--- src/rtl/signed_sequential_divider_restoring.sv ---
// Signed restoring radix-2 divider. It takes a 2*width-bit dividend and a width-bit divisor,
// retires one quotient bit per cycle, and has fixed latency with valid/ready handshakes.
module signed_sequential_divider_restoring #(
    parameter int width = 9
) (
    input  logic                 clk,
    input  logic                 rst,
    input  logic                 in_valid,
    output logic                 in_ready,
    input  logic [2*width-1:0]   dividend,
    input  logic [width-1:0]     divisor,
    output logic                 out_valid,
    input  logic                 out_ready,
    output logic [2*width-1:0]   quotient,
    output logic [width-1:0]     remainder,
    output logic                 div_by_zero
);
    localparam int W2 = 2 * width;
    localparam int CW = $clog2(W2);
    localparam logic [CW-1:0] LAST = CW'(W2 - 1);

    typedef enum logic [1:0] {IDLE, DIV, FIX, DONE} state_t;

    state_t state, state_nxt;

    logic [W2-1:0]    dvd_mag;
    logic [W2-1:0]    q_mag;
    logic [width:0]   dvs_mag;
    logic [width:0]   partial;
    logic [width-1:0] dvd_low;
    logic             dvd_neg, dvs_neg, dvs_zero, overflow;
    logic [CW-1:0]    count;
    logic             out_valid_q;

    logic [W2:0]      dvd_ext, dvd_abs;
    logic [width:0]   dvs_ext, dvs_abs;
    logic [width+1:0] shifted, trial;
    logic [W2-1:0]    q_fix;
    logic [width-1:0] r_fix;

    // Magnitudes are taken one bit wider so that the most negative operand survives negation.
    always_comb begin
        dvd_ext = {dividend[W2-1], dividend};
        dvs_ext = {divisor[width-1], divisor};
        dvd_abs = dividend[W2-1] ? -dvd_ext : dvd_ext;
        dvs_abs = divisor[width-1] ? -dvs_ext : dvs_ext;
        shifted = {partial, dvd_mag[W2-1]};
        trial   = shifted - {1'b0, dvs_mag};
        q_fix   = (dvd_neg ^ dvs_neg) ? -q_mag : q_mag;
        r_fix   = dvd_neg ? -partial[width-1:0] : partial[width-1:0];
    end

    always_ff @(posedge clk or posedge rst) begin
        if (rst) state <= IDLE;
        else     state <= state_nxt;
    end

    // NOTE: assign a default first so that every path through the case drives state_nxt
    // and no latch is inferred.
    always_comb begin
        state_nxt = state;
        case (state)
            IDLE: if (in_valid)               state_nxt = DIV;
            DIV:  if (count == LAST)          state_nxt = FIX;
            FIX:                              state_nxt = DONE;
            DONE: if (out_valid_q && out_ready) state_nxt = IDLE;
            default:                          state_nxt = IDLE;
        endcase
    end

    always_comb begin
        in_ready  = (state == IDLE);
        out_valid = out_valid_q;
    end

    // NOTE: registered state uses non-blocking assignments, so every branch sees the
    // values from before the clock edge.
    always_ff @(posedge clk or posedge rst) begin
        if (rst) begin
            dvd_mag     <= '0;
            q_mag       <= '0;
            dvs_mag     <= '0;
            partial     <= '0;
            dvd_low     <= '0;
            dvd_neg     <= 1'b0;
            dvs_neg     <= 1'b0;
            dvs_zero    <= 1'b0;
            overflow    <= 1'b0;
            count       <= '0;
            out_valid_q <= 1'b0;
            quotient    <= '0;
            remainder   <= '0;
            div_by_zero <= 1'b0;
        end else begin
            case (state)
                IDLE: if (in_valid) begin
                    dvd_mag  <= dvd_abs[W2-1:0];
                    dvs_mag  <= dvs_abs;
                    dvd_low  <= dividend[width-1:0];
                    dvd_neg  <= dividend[W2-1];
                    dvs_neg  <= divisor[width-1];
                    dvs_zero <= (divisor == '0);
                    overflow <= (dividend == {1'b1, {(W2-1){1'b0}}}) && (divisor == '1);
                    partial  <= '0;
                    q_mag    <= '0;
                    count    <= '0;
                end
                DIV: begin
                    // A clear sign bit on the trial difference means the divisor fits, so keep the trial.
                    if (!trial[width+1]) partial <= trial[width:0];
                    else                 partial <= shifted[width:0];
                    q_mag   <= {q_mag[W2-2:0], ~trial[width+1]};
                    dvd_mag <= {dvd_mag[W2-2:0], 1'b0};
                    count   <= count + 1'b1;
                end
                FIX: begin
                    if (dvs_zero) begin
                        quotient    <= '1;
                        remainder   <= dvd_low;
                        div_by_zero <= 1'b1;
                    end else if (overflow) begin
                        quotient    <= {1'b1, {(W2-1){1'b0}}};
                        remainder   <= '0;
                        div_by_zero <= 1'b0;
                    end else begin
                        quotient    <= q_fix;
                        remainder   <= r_fix;
                        div_by_zero <= 1'b0;
                    end
                end
                DONE: begin
                    if (!out_valid_q)   out_valid_q <= 1'b1;
                    else if (out_ready) out_valid_q <= 1'b0;
                end
                default: ;
            endcase
        end
    end
endmodule

--- config.mk ---
export PLATFORM = sky130hd
export DESIGN_NAME = signed_sequential_divider_restoring
export DESIGN_NICKNAME = d
export VERILOG_FILES = /design/src/rtl/signed_sequential_divider_restoring.sv
export SDC_FILE = /design/constraint.sdc
export NUM_CORES = 1
export LEC_CHECK = 0
export ABC_AREA = 1
export CELL_PAD_IN_SITES_DETAIL_PLACEMENT = 1
export CELL_PAD_IN_SITES_GLOBAL_PLACEMENT = 1
export CORE_ASPECT_RATIO = 2
export CORE_MARGIN = 8
export CORE_UTILIZATION = 43
export CTS_CLUSTER_DIAMETER = 50
export DETAILED_ROUTE_END_ITERATION = 6
export GPL_TIMING_DRIVEN = 0
export PLACE_DENSITY_LB_ADDON = 0.1
export REMOVE_ABC_BUFFERS = 1
export SLEW_MARGIN = 0
export SYNTH_ARGS = -nofsm -noshare
export SYNTH_HDL_FRONTEND = slang
export SYNTH_SLANG_ARGS = --single-unit
--- constraint.sdc ---
create_clock -name clk -period 3.4 [get_ports clk]
set_input_delay 0.34 -clock clk [delete_from_list [all_inputs] [get_ports clk]]
set_output_delay 0.34 -clock clk [all_outputs]
set_load 0.01 [all_outputs]
==> impl_metrics.py <==
metrics = {
    "synth": {
        "synth_seq_cells": 105,
        "synth_edf_count": 0,
        "yosys_warnings": 0,
        "syn-cell-area_um2": 6220,
        "syn_avg_cell_area_um2": 7.68,
        "ys.flop_type": "dfrtp_1",
        "yosysSeqAreaShare_pct": 42.2,
        "postSynth.asyncResetShare_pct": 100,
        "synth_largest_area_cell": "dfrtp_1",
        "yosysUniqueCellTypes": 42,
        "synth_top_area_share_pct": 42.2,
        "synthCells": 810,
        "synth_common_cells": "214 x nand2_1, 105 x dfrtp_1, 93 x inv_1",
        "synth_most_common_cell": "nand2_1",
        "synth.area.top_cells": "dfrtp_1 42%, nand2_1 13%, inv_1 5.6%, nand3_1 4.7%, ha_1 4.2%",
    },
    "power_and_ir_drop": {
        "p_int_w": 0.00356,
        "powerDensity_nw_per_um2": 933,
        "p_clk_share_pct": 15.7,
        "power_switching_w": 0.00320,
        "ir_worst_vdd_mv": 0.468,
        "p_leak_nw": 3.53,
        "combPwrFrac_pct": 54.9,
        "seq_power_share_pct": 29.4,
        "switching_share_pct": 47.3,
    },
    "die": {
        "row_count": 62,
        "start_util_pct": 43.6,
        "die_x_um": 101,
        "die_height_um": 186,
        "pin_count": 61,
        "dieArea_um2": 18800,
        "core-area_um2": 14300,
    },
    "clocking": {
        "hold_buffers": 0,
        "clock-sinks": 105,
        "clk_path_buf_depth": 2,
        "clk_pin_slew_ps": 80,
        "cts_resized": 0,
        "post_cts_buffers": 0,
        "ctsHtreeMaxLevel": 3,
        "root_buffer": "clkbuf_16",
        "cts_buffers": 9,
        "cts_tree": "yes",
        "clk-insertion-delay-late_ps": 350,
    },
    "cells_and_area": {
        "layout-drive-gt1-share_pct": 7.32,
        "nFillCells": 1841,
        "syn_to_final_growth_pct": 16.5,
        "diodes": 0,
        "final_core_util_pct": 50.7,
        "fin_cells": 1053,
        "nNetsFinal": 910,
    },
    "worst_setup_path": {
        "cp-start-kind": "flip-flop",
        "required_ps": 3680,
        "cp_max_fo": 31,
        "critPathKind": "flip-flop to flip-flop",
        "critPathMaxStageDelay_ps": 990,
        "end_kind": "flip-flop",
        "arrival_ps": 3330,
        "path_cells": "inv_1 -> ha_1 -> o21ai_2 -> inv_2 -> and3_1 -> nand2_1 -> o21ai_1 -> a21oi_1",
        "r2r_setup_slack_ps": 350,
        "critical_path.slowest_cell": "o21ai_2",
    },
    "global_routing": {
        "antenna_found_initial": 0,
        "grt_pass1_vias": 6243,
        "grt_max_degree": 55,
        "grt.overflow.total": 0,
        "grt_first_pass_wirelength_um": 31600,
        "grtUsageTotal_pct": 21.6,
    },
    "route": {
        "drtIter0Drc": 187,
        "viasPerCell": 5.39,
        "vias": 5674,
        "drt_first_pass_iters": 4,
        "wl_per_cell_um": 18.2,
        "drc_errors": 0,
        "wirelength_um": 19100,
        "ant_nets": 0,
    },
    "run_status": {
        "status": "completed",
    },
    "timing": {
        "setup_viol": 0,
        "fin_crit_ps": 3050,
        "maxSlewHeadroom_pct": 17.7,
        "hold_viol_final": 0,
        "period_share_pct": 89.8,
        "rsz0062_at_grt": "false",
        "skew_ps": 10.2,
        "tightest_slew_ps": 1230,
        "max_freq_ghz": 0.327,
        "finalMaxSlewViolations": 0,
    },
    "placed_design": {
        "port_buffers": 60,
        "dp_cells": 1038,
        "place_hpwl_um": 14800,
        "place.gp.congestion": 0.837,
    },
    "worst_hold_path": {
        "hold_class": "input pin to async pin",
    },
    "flow_run": {
        "drv_cap": 0,
    },
}
-- state kept, by name, indices dropped and copies added (netlist names) --
| register | flops |
|---|---|
| dvs_mag | 10 |
| div_by_zero | 1 |
| dvs_neg | 1 |
| dvd_neg | 1 |
| dvd_mag | 18 |
| dvd_low | 9 |
| overflow | 1 |
| partial | 10 |
| dvs_zero | 1 |
| q_mag | 18 |
| quotient | 18 |
| count | 5 |
| out_valid | 1 |
| state | 2 |
| remainder | 9 |
-- final cells by class --
class | count | area [um^2] | share of cell area [%]
timing repair buffer | 61 | 628 | 8.67
clock buffer | 9 | 225 | 3.11
tap | 192 | 240 | 3.32
clock inverter | 6 | 68.8 | 0.950
sequential | 105 | 2630 | 36.3
multi-input combinational | 572 | 3050 | 42.0
inverter | 108 | 408 | 5.63
-- power groups by stage --
stage	Sequential (W)	Combinational [W]	Clock (W)
final	0.00199	0.00371	0.00106
after detailed placement	0.00201	0.00372	0
after global placement	0.00198	0.00356	0
after global routing	0.00203	0.00418	0.00114
after CTS	0.00199	0.00374	0.00108
after floorplan	0.00197	0.00246	0
-- placed cells by master, fill, tap and decap left out, types with 2 or more instances in the layout --
master	count
nand2_1	214
dfrtp_1	105
inv_1	92
clkdlybuf4s50_1	60
nand3_1	58
nor2_1	56
o21ai_0	44
a21oi_1	37
o22ai_1	24
ha_1	21
xor2_1	20
inv_2	15
o21ai_1	12
nand3_2	12
nor3_1	10
nand4_1	10
o21bai_1	9
clkbuf_16	9
o211ai_1	6
o221ai_1	6
nand2_2	5
nor2_2	3
xnor2_1	3
nand3b_1	3
clkinvlp_4	3
nor3_2	2
nor2_4	2
a21oi_2	2
a22oi_1	2
o31ai_1	2
-- layer usage --
metal / routed length, um / part of all wire [%] / GRT usage, % / vias up
met5: 0 / 0 / 0 / -
met1: 6960 / 36 / 21.5 / 2833
met4: 617 / 3.2 / 9.01 / 0
met2: 11200 / 58 / 42.6 / 72
li1: - / - / - / 2738
met3: 388 / 2.0 / 2.92 / 31
-- cells by family after synthesis --
logic type / synth area share [%]
simple gates: 27.0
fa+ha+maj: 4.55
buf+inv: 8.83
xor+xnor: 3.50
flops: 42.2
compound gates: 13.9
-- worst paths after layout --
check,startpoint,end,depth (start not counted)
max,state[1]$_DFFE_PP0P_,count[4]$_DFFE_PP0P_,8
min,rst,partial[8]$_DFFE_PP0P_,2
max reg2reg,state[1]$_DFFE_PP0P_,count[4]$_DFFE_PP0P_,8
min reg2reg,div_by_zero$_DFFE_PP0P_,div_by_zero$_DFFE_PP0P_,2
max in group asynchronous,rst,dvd_mag[2]$_DFFE_PP0P_,3
min in group clk,div_by_zero$_DFFE_PP0P_,div_by_zero$_DFFE_PP0P_,2
-- critical path, delay by kind of cell (launching register included) --
kind | cells | cell delay (ps)
buffers and inverters | 2 | 660
flip-flops | 1 | 380
AND/OR/NAND/NOR | 2 | 420
AO/OA/AOI/OAI | 3 | 1180
adder cells (fa/ha/maj) | 1 | 320
-- stage by stage --
stage / power, W / setup TNS [ps] / hold WS [ps] / worst slack (ps) / cell area [um^2]
after floorplan: 0.00443 / 0 / 453 / 299 / 6080
after global placement: 0.00554 / -143400 / 458 / -1380 / 6920
after detailed placement: 0.00573 / 0 / 474 / 117 / 6950
after CTS: 0.00681 / 0 / 490 / 115 / 7240
after global routing: 0.00735 / 0 / 520 / 127 / 7240
final: 0.00676 / 0 / 470 / 346 / 7240
(Power assumes the default switching activity.)
